===== src/rtl/rx_pkt_packer.sv =====
// rx_pkt_packer: hard-decision (BPSK/QPSK) bit packer with framed FIFO output.
// Accepted samples are decided on their MSB and packed LSB-first into OW-bit
// words. Completed words are staged for one cycle, written to the FIFO, then
// presented on a registered ready/valid head toward the DMA.
// Optional feature: define RX_PKT_RAW_EN to compile in raw mode (i_mode 2),
// which emits {q, i} per sample and requires OW == 2*DW. Without it, mode 2
// decodes as BPSK.
module rx_pkt_packer #(
  parameter int DW          = 16,
  parameter int OW          = 32,
  parameter int FRAME_WORDS = 64,
  parameter int FIFO_DEPTH  = 16
) (
  input  logic          i_clk,
  input  logic          i_rst,
  input  logic          i_en,
  input  logic [1:0]    i_mode,
  input  logic [DW-1:0] i_sym_i,
  input  logic [DW-1:0] i_sym_q,
  input  logic          i_sym_vld,
  input  logic          i_sof,
  output logic [OW-1:0] o_dma_data,
  output logic          o_dma_vld,
  output logic          o_dma_last,
  input  logic          i_dma_rdy,
  output logic          o_busy,
  output logic          o_ovf,
  output logic [15:0]   o_ovf_cnt
);

  localparam int SCW = $clog2(OW);
  localparam int WIW = (FRAME_WORDS > 1) ? $clog2(FRAME_WORDS) : 1;
  localparam int AW  = $clog2(FIFO_DEPTH);
  localparam int CW  = AW + 1;

  localparam logic [0:0] ST_IDLE = 1'b0;
  localparam logic [0:0] ST_PACK = 1'b1;

  localparam logic [1:0] M_BPSK = 2'd0;
  localparam logic [1:0] M_QPSK = 2'd1;
  localparam logic [1:0] M_RAW  = 2'd2;

  localparam logic [SCW-1:0] BPSK_LAST = SCW'(OW - 1);
  localparam logic [SCW-1:0] QPSK_LAST = SCW'(OW / 2 - 1);
  localparam logic [WIW-1:0] WORD_LAST = WIW'(FRAME_WORDS - 1);

`ifdef RX_PKT_RAW_EN
  if (OW != 2 * DW) begin : g_raw_width_check
    $error("rx_pkt_packer: raw mode requires OW == 2*DW");
  end
`else
  // Only the sign bits matter when the raw path is not built.
  logic w_unused_sym;
  assign w_unused_sym = ^{i_sym_i[DW-2:0], i_sym_q[DW-2:0]};
`endif

  // Packer state
  logic [0:0]     r_state;
  logic [1:0]     r_mode;
  logic [OW-1:0]  r_acc;
  logic [SCW-1:0] r_sym_cnt;
  logic [WIW-1:0] r_word_idx;
  logic           r_push_vld;
  logic [OW-1:0]  r_push_data;
  logic           r_push_last;

  // FIFO state; occupancy counts memory entries plus the output head register
  logic [OW:0]    r_mem [FIFO_DEPTH];
  logic [AW-1:0]  r_wr_ptr;
  logic [AW-1:0]  r_rd_ptr;
  logic [CW-1:0]  r_mem_cnt;
  logic           r_head_vld;
  logic [OW-1:0]  r_head_data;
  logic           r_head_last;
  logic           r_ovf;
  logic [15:0]    r_ovf_cnt;

  logic           w_accept;
  logic           w_start;
  logic           w_take;
  logic [1:0]     w_mode_in;
  logic [1:0]     w_mode;
  logic [SCW-1:0] w_qbase;
  logic [OW-1:0]  w_word;
  logic           w_done;
  logic           w_last;
  logic           w_full;
  logic           w_push;
  logic           w_drop;
  logic           w_load;

  assign w_accept = i_en && i_sym_vld;
  assign w_start  = (r_state == ST_IDLE) && w_accept && i_sof;
  assign w_take   = w_start || ((r_state == ST_PACK) && w_accept);
  assign w_mode   = (r_state == ST_IDLE) ? w_mode_in : r_mode;
  assign w_qbase  = r_sym_cnt << 1;
  assign w_last   = (r_word_idx == WORD_LAST);

  // Map the requested mode onto the modes this build supports
  always_comb begin
    w_mode_in = M_BPSK;
    case (i_mode)
      2'd1:    w_mode_in = M_QPSK;
`ifdef RX_PKT_RAW_EN
      2'd2:    w_mode_in = M_RAW;
`endif
      default: w_mode_in = M_BPSK;
    endcase
  end

  // Merge the current sample's decision into the partial word
  always_comb begin
    w_word = r_acc;
    w_done = 1'b0;
    case (w_mode)
      M_QPSK: begin
        w_word[w_qbase +: 2] = {i_sym_q[DW-1], i_sym_i[DW-1]};
        w_done               = (r_sym_cnt == QPSK_LAST);
      end
`ifdef RX_PKT_RAW_EN
      M_RAW: begin
        w_word = {i_sym_q, i_sym_i};
        w_done = 1'b1;
      end
`endif
      default: begin
        w_word[r_sym_cnt] = i_sym_i[DW-1];
        w_done            = (r_sym_cnt == BPSK_LAST);
      end
    endcase
  end

  // Frame state machine and word packer; completed words are staged one cycle
  always_ff @(posedge i_clk) begin
    if (i_rst) begin
      r_state     <= ST_IDLE;
      r_mode      <= M_BPSK;
      r_acc       <= '0;
      r_sym_cnt   <= '0;
      r_word_idx  <= '0;
      r_push_vld  <= 1'b0;
      r_push_data <= '0;
      r_push_last <= 1'b0;
    end else begin
      r_push_vld <= 1'b0;
      if ((r_state == ST_PACK) && !i_en) begin
        r_state    <= ST_IDLE;
        r_acc      <= '0;
        r_sym_cnt  <= '0;
        r_word_idx <= '0;
      end else if (w_take) begin
        if (w_start) begin
          r_mode <= w_mode_in;
        end
        if (w_done) begin
          r_push_vld  <= 1'b1;
          r_push_data <= w_word;
          r_push_last <= w_last;
          r_acc       <= '0;
          r_sym_cnt   <= '0;
          if (w_last) begin
            r_word_idx <= '0;
            r_state    <= ST_IDLE;
          end else begin
            r_word_idx <= r_word_idx + WIW'(1);
            r_state    <= ST_PACK;
          end
        end else begin
          r_acc     <= w_word;
          r_sym_cnt <= r_sym_cnt + SCW'(1);
          r_state   <= ST_PACK;
        end
      end
    end
  end

  // Fullness counts the head register and is taken before any same-cycle pop
  assign w_full = (({1'b0, r_mem_cnt} + {{CW{1'b0}}, r_head_vld}) == (CW + 1)'(FIFO_DEPTH));
  assign w_push = r_push_vld && !w_full;
  assign w_drop = r_push_vld && w_full;
  assign w_load = (r_mem_cnt != '0) && (!r_head_vld || i_dma_rdy);

  // FIFO storage write (no reset needed on the data array)
  always_ff @(posedge i_clk) begin
    if (w_push) begin
      r_mem[r_wr_ptr] <= {r_push_last, r_push_data};
    end
  end

  // FIFO pointers, occupancy and the registered output head
  always_ff @(posedge i_clk) begin
    if (i_rst) begin
      r_wr_ptr    <= '0;
      r_rd_ptr    <= '0;
      r_mem_cnt   <= '0;
      r_head_vld  <= 1'b0;
      r_head_data <= '0;
      r_head_last <= 1'b0;
    end else begin
      if (w_push) begin
        r_wr_ptr <= r_wr_ptr + AW'(1);
      end
      if (w_load) begin
        {r_head_last, r_head_data} <= r_mem[r_rd_ptr];
        r_rd_ptr                   <= r_rd_ptr + AW'(1);
        r_head_vld                 <= 1'b1;
      end else if (i_dma_rdy) begin
        r_head_vld <= 1'b0;
      end
      r_mem_cnt <= r_mem_cnt + CW'(w_push) - CW'(w_load);
    end
  end

  // Sticky overflow flag and saturating drop counter
  always_ff @(posedge i_clk) begin
    if (i_rst) begin
      r_ovf     <= 1'b0;
      r_ovf_cnt <= '0;
    end else if (w_drop) begin
      r_ovf <= 1'b1;
      if (r_ovf_cnt != 16'hFFFF) begin
        r_ovf_cnt <= r_ovf_cnt + 16'd1;
      end
    end
  end

  assign o_dma_data = r_head_data;
  assign o_dma_vld  = r_head_vld;
  assign o_dma_last = r_head_last;
  assign o_busy     = (r_state == ST_PACK);
  assign o_ovf      = r_ovf;
  assign o_ovf_cnt  = r_ovf_cnt;

endmodule


===== config.mk =====
export PLATFORM = sky130hd
export DESIGN_NAME = rx_pkt_packer
export DESIGN_NICKNAME = d
export VERILOG_FILES = /design/src/rtl/rx_pkt_packer.sv
export SDC_FILE = /design/constraint.sdc
export NUM_CORES = 1
export LEC_CHECK = 0
export ABC_AREA = 1
export CAP_MARGIN = 15
export CORE_MARGIN = 4
export CORE_UTILIZATION = 48
export CTS_BUF_LIST = sky130_fd_sc_hd__clkbuf_2 sky130_fd_sc_hd__clkbuf_4 sky130_fd_sc_hd__clkbuf_8
export CTS_CLUSTER_DIAMETER = 30
export DETAILED_ROUTE_END_ITERATION = 12
export MAX_ROUTING_LAYER = met4
export PLACE_DENSITY = 0.64
export SYNTH_ARGS = -nofsm -noshare
export SYNTH_HDL_FRONTEND = slang
export SYNTH_SLANG_ARGS = --single-unit

===== constraint.sdc =====
create_clock -name i_clk -period 5.7 [get_ports i_clk]
set_input_delay 1.14 -clock i_clk [delete_from_list [all_inputs] [get_ports i_clk]]
set_output_delay 1.14 -clock i_clk [all_outputs]
set_load 0.02 [all_outputs]

After elaboration in Yosys (flattened, before gate mapping) --
Memory sizes are Yosys's and may differ from the RTL's. A register that Yosys moved wholly into a read port is not among the register bits. Index checks and enable logic that the tools add are counted.
Operators by class: bitwise logic cells 3, divide/modulo/power cells 0, $mul 0, shift-type cells 2, eq/ne operators 7, muxes and demuxes 18, magnitude comparators 2, add/sub/neg operators 9, reductions and logical operators 22
Operators by type and width (number):
- $bwmux W32 | 2
- $mux W32 | 2
- $shift A2 B7 Y32 const A | 1
- $shiftx A2 B7 Y32 | 1
- $add A16 B1 Y16 const B | 1
- $ne A16 B16 Y1 const B | 1
- $mux W1 | 10
- $logic_and A1 B1 Y1 | 9
- $add A4 B1 Y4 const B | 2
- $neg A5 Y7 | 1
- $add A5 B1 Y6 | 1
- $add A6 B1 Y6 const B | 1
- $eq A6 B5 Y1 const B | 1
- $eq A6 B6 Y1 const B | 1
- $lt A5 B6 Y1 const B | 1
- $mux W6 | 1
- $reduce_and A3 Y1 | 2
- $add A5 B1 Y5 | 1
- $add A5 B1 Y5 const B | 1
- $demux W1 S5 | 1
- $eq A5 B4 Y1 const B | 1
- $eq A5 B5 Y1 const B | 1
- $ge A5 B1 Y1 const B | 1
- $mux W5 | 1
- 11 further kinds | 18
Storage, ports and cells: memory bits (read-only) 0, latch bits 0, bits in registers 111, logic and storage cells 78, memories 1, RAM bits 528
Memory list:
- r_mem | depth 16, bits a word 33, rd ports 1, clocked after Yosys merged registers in 1, write ports 1, line 68 | logic [OW:0] r_mem [FIFO_DEPTH];

Longest topological paths before layout --
depth after elaboration 7, gate-level depth with buffers 17, depth with buffers taken out 17

Worst setup path before layout --
No wires, ideal clock.
path type flip-flop to flip-flop, start point register r_head_vld, in the netlist o_dma_vld, end point memory r_mem[11][0] (netlist bit) (enable), period minus slack after synthesis 3.319 ns, arrival time 2.896 ns, path slack 2.381 ns, cell stages (with the launch flop) 11, cells stage by stage dfxtp_1 -> ha_1 -> ha_1 -> nand2_1 -> nor2_1 -> nor3_2 -> nand2_1 -> nand2_1 -> inv_1 -> nand3_1 -> nor2_1
On the way: cells in the longest elaborated chain, start to end 6
Ends and longest elaborated chain:
- start, declared | line 72 | logic r_head_vld;
- start signal, assigned | line 196 | r_head_vld <= 1'b0;
- start signal, assigned | line 206 | r_head_vld <= 1'b1;
- start signal, assigned | line 208 | r_head_vld <= 1'b0;
- $add A5 B1 Y6 | line 178 | assign w_full = (({1'b0, r_mem_cnt} + {{CW{1'b0}}, r_head_vld}) == (CW + 1)'(FIFO_DEPTH));
- $eq A6 B5 Y1 | line 178
- $logic_not A1 Y1 | line 179 | assign w_push = r_push_vld && !w_full;
- $logic_and A1 B1 Y1 | line 179
- $mux W1 | line 185 | if (w_push) begin
- $mux W1 (implied by the code) | line 186 | r_mem[r_wr_ptr] <= {r_push_last, r_push_data};
- end, declared | line 68
Every way passes these cells.

Final worst setup path --
start point register r_head_vld, in the netlist o_dma_vld, end point memory r_mem[13][19] (netlist bit) (enable)
The elaborated chain is that of the path after synthesis.

==> out/qor.yml <==
antenna_cells: 0
critPathBufInv: 2
cts-buffers-inserted: 137
worst_path_largest_cell_delay_ns: 0.80
synth.distinct_cells: 43
outcome: "complete, no violations"
mostFrequentLayoutCell: "sky130_fd_sc_hd__edfxtp_1"
detailedRoute.firstIterationViolations: 1926
maximum_number_of_pins_on_one_net_before_global_route_repair: 169
worst-endpoint-arrival_ns: 3.85
post_synth_fa_ha_maj_area_fraction_pct: 1.12
std_cell_rows: 89
clock_latency_ns: 0.78
timing.critical_path.from_type: "flop"
synth.avg_cell_area_sq_um: 10.7
synth_top_area_cell: "sky130_fd_sc_hd__edfxtp_1"
cts.clk_slew.worst_paths_ns: 0.05
final-setup-viol-count: 0
cts_max_path_buffers: 3
max_cap_violations: 0
numClockSinks: 671
cts_root_buffer: "sky130_fd_sc_hd__clkbuf_8"
setup_tns_ns: 0
crit_path_frequent_cell: "sky130_fd_sc_hd__nand2_1"
synthesis.area_sq_mm: 0.0285
compound_gate_fraction_of_synth_area_pct: 12.9
post-route-cell-area_sq_mm: 0.0326
first_global_vias: 19400
period_needed_ns: 3.44
detailroute.via_count: 20300
power_mw: 13.2
post-route-util_pct: 55.3
top_level_ports: 92
grt_pass1_wl_um: 111000
synth-async-reset-ratio_pct: 0
final_min_period_over_clock_period_pct: 60.3
flip_flop_and_latch_count_after_synthesis: 671
whs_ns: 0.459
max_slew.worst_pin.slew_ns: 1.13
synth_top_family_by_area: "simple AND/OR/NAND/NOR gates"
avgViaCountPerCell: 5.63
final_cell_mix: "528 x sky130_fd_sc_hd__edfxtp_1, 409 x sky130_fd_sc_hd__nor2_1, 305 x sky130_fd_sc_hd__o21ai_0"
share_of_synthesized_area_spent_on_multiplexers_pct: 0
synth.yosys.warnings: 0
timing.clock.skew_ns: 0.0287
synth-simple-area-share_pct: 14.4
wirelength_um: 72500
cp_max_fo: 19
worstSetupEndpointType: "flop"
placed_cell_area_sq_mm: 0.0296
floorplan.die.width_um: 252
critical-path-top-delay-family: "simple AND/OR/NAND/NOR gates"
grt_setup_unrepaired: "no"
start_util_pct: 48.3
drt.antenna.violating_nets: 0
powerDensity_mw_per_mm2: 406
critical_path.cell_chain: "ha_1 -> ha_1 -> nand2_1 -> nor2_1 -> nor3_2 -> nand2_1 -> nand2_1 -> inv_1 -> nand2_1 -> nor2_4 -> buf_4"
top_cells_by_area_in_the_synthesized_netlist: "sky130_fd_sc_hd__edfxtp_1 56%, sky130_fd_sc_hd__dfxtp_1 10%, sky130_fd_sc_hd__nor2_1 5.6%"
dieArea_sq_mm: 0.0633
synth_fp_nets: 2718
clock_tree.htree_level_count: 4
crit_slowest_cell: "sky130_fd_sc_hd__nor2_4"
fillers: 4945
final_net_count: 2790
fp.dieH_um: 252
max_slew_margin_pct: 24.4
synth_enable_flop_cells: 528
cts_tree: "yes"
synth_top_cell_area_share_pct: 55.7
achievable-frequency_ghz: 0.291
seq_area_frac_synth_pct: 65.7
cp_data_required_time_ns: 6.11
post_cts.repair.setup_buffers: 0
max-vdd-ir-drop_mv: 0.243
post_cts.resized_instances: 0
path_type_of_the_worst_min_delay_path: "flop to flop"
routed_wire_length_per_instance_um: 20.1
yosys_most_used_dff: "sky130_fd_sc_hd__edfxtp_1"
groute.usage.overall_pct: 23.4
placeableCoreArea_sq_mm: 0.0589
drt_first_pass_iters: 6
grt_remaining_overflow: 0
post_route_drc_violation_count: 0
layout-drive-gt1-share_pct: 11.9
antenna_found_initial: 0
post_cts_hold_buffer_count: 0
place.detailed.hpwl_um: 38500
timing.final.hold_violations: 0
finalMaxSlewViolations: 0
post_synth_inst_count: 2653
yosys.area_share.xor_xnor_pct: 0.400
gp_congestion: 0.897
placement.io_buffers: 61
setup.worst_path.class: "flop to flop"
leakagePower_nw: 10.4
area_growth_syn_to_layout_pct: 14.4
==> Yosys cell counts (5+ instances only) <==
cell	count
sky130_fd_sc_hd__edfxtp_1	528
sky130_fd_sc_hd__nor2_1	425
sky130_fd_sc_hd__o21ai_0	307
sky130_fd_sc_hd__nand3_1	248
sky130_fd_sc_hd__nand2_1	218
sky130_fd_sc_hd__inv_1	178
sky130_fd_sc_hd__a21oi_1	144
sky130_fd_sc_hd__dfxtp_1	143
sky130_fd_sc_hd__o211ai_1	134
sky130_fd_sc_hd__clkbuf_1	75
sky130_fd_sc_hd__buf_2	38
sky130_fd_sc_hd__o21ai_1	38
sky130_fd_sc_hd__ha_1	24
sky130_fd_sc_hd__buf_4	21
sky130_fd_sc_hd__o311ai_0	14
sky130_fd_sc_hd__buf_1	13
sky130_fd_sc_hd__buf_6	12
sky130_fd_sc_hd__inv_2	12
sky130_fd_sc_hd__nor3_1	11
sky130_fd_sc_hd__nor2_2	9
sky130_fd_sc_hd__xor2_1	8
sky130_fd_sc_hd__nand2_2	6
sky130_fd_sc_hd__nand2_4	5
sky130_fd_sc_hd__nand3_2	5
sky130_fd_sc_hd__xnor2_1	5
==> stage by stage <==
step | cells | setup WS (ns)
after global routing | 3602 | 2.03
final | 3602 | 2.26
after CTS | 3602 | 2.23
after global placement | 3359 | 1.71
after detailed placement | 3359 | 1.69
after floorplan | 2653 | 2.38
==> registers in the layout, summed over array words and instances (netlist names) <==
name and count:
r_mem 528, o_dma_data 32, r_acc 32, r_push_data 32
o_ovf_cnt 16, r_word_idx 6, r_mem_cnt 5, r_sym_cnt 5
r_rd_ptr 4, r_wr_ptr 4, o_busy 1, o_dma_last 1
o_dma_vld 1, o_ovf 1, r_mode 1, r_push_last 1
r_push_vld 1
==> final cells by class <==
type | instances | area [sq um] | area share (%)
flip-flops and latches | 671 | 18700 | 57.5
clock buffers | 182 | 2300 | 7.06
inverters | 193 | 736 | 2.26
multi-input cells | 1628 | 8320 | 25.5
well taps | 773 | 967 | 2.97
repair buffers | 94 | 883 | 2.71
clock inverters | 61 | 639 | 1.96
==> final timing paths <==
check	from	end	cells after the start	slack, ns
setup reg to reg	o_dma_vld	r_mem[13][19]	11	2.26
setup / recovery	o_dma_vld	r_mem[13][19]	11	2.26
hold reg to reg	o_ovf	o_ovf	2	0.46
hold / removal	o_ovf	o_ovf	2	0.46
==> per-layer routing <==
| metal | GRT usage, % | up-vias | wire (um) | part of all wire [%] |
|---|---|---|---|---|
| li1 | - | 9552 | - | - |
| met1 | 31.1 | 9881 | 31200 | 43 |
| met2 | 35.7 | 718 | 34000 | 47 |
| met3 | 4.74 | 143 | 5150 | 7.1 |
| met4 | 9.08 | 0 | 2160 | 3.0 |
| met5 | - | - | 0 | 0 |
==> worst min-delay path: cells and delay by family, from the launching register on <==
family	cells	cell delay [ns]
flip-flops	1	0.31
buffers and inverters	1	0.05
AO/OA/AOI/OAI	1	0.05
==> power breakdown <==
part | switching [mW] | total (mW) | leakage (nW) | internal, mW
Sequential | 0.222 | 5.58 | 4.82 | 5.35
Combinational | 1.63 | 2.39 | 4.11 | 0.769
Clock | 2.07 | 5.25 | 1.51 | 3.18
Total | 3.92 | 13.2 | 10.4 | 9.30
==> logic make-up after synthesis <==
kind of cell / count (synthesis)
adder cells (fa/ha/maj): 25
AND/OR/NAND/NOR: 945
buffers and inverters: 354
flip-flops: 671
XOR/XNOR: 13
AO/OA/AOI/OAI: 645
Power figures use the tool's default switching activity.
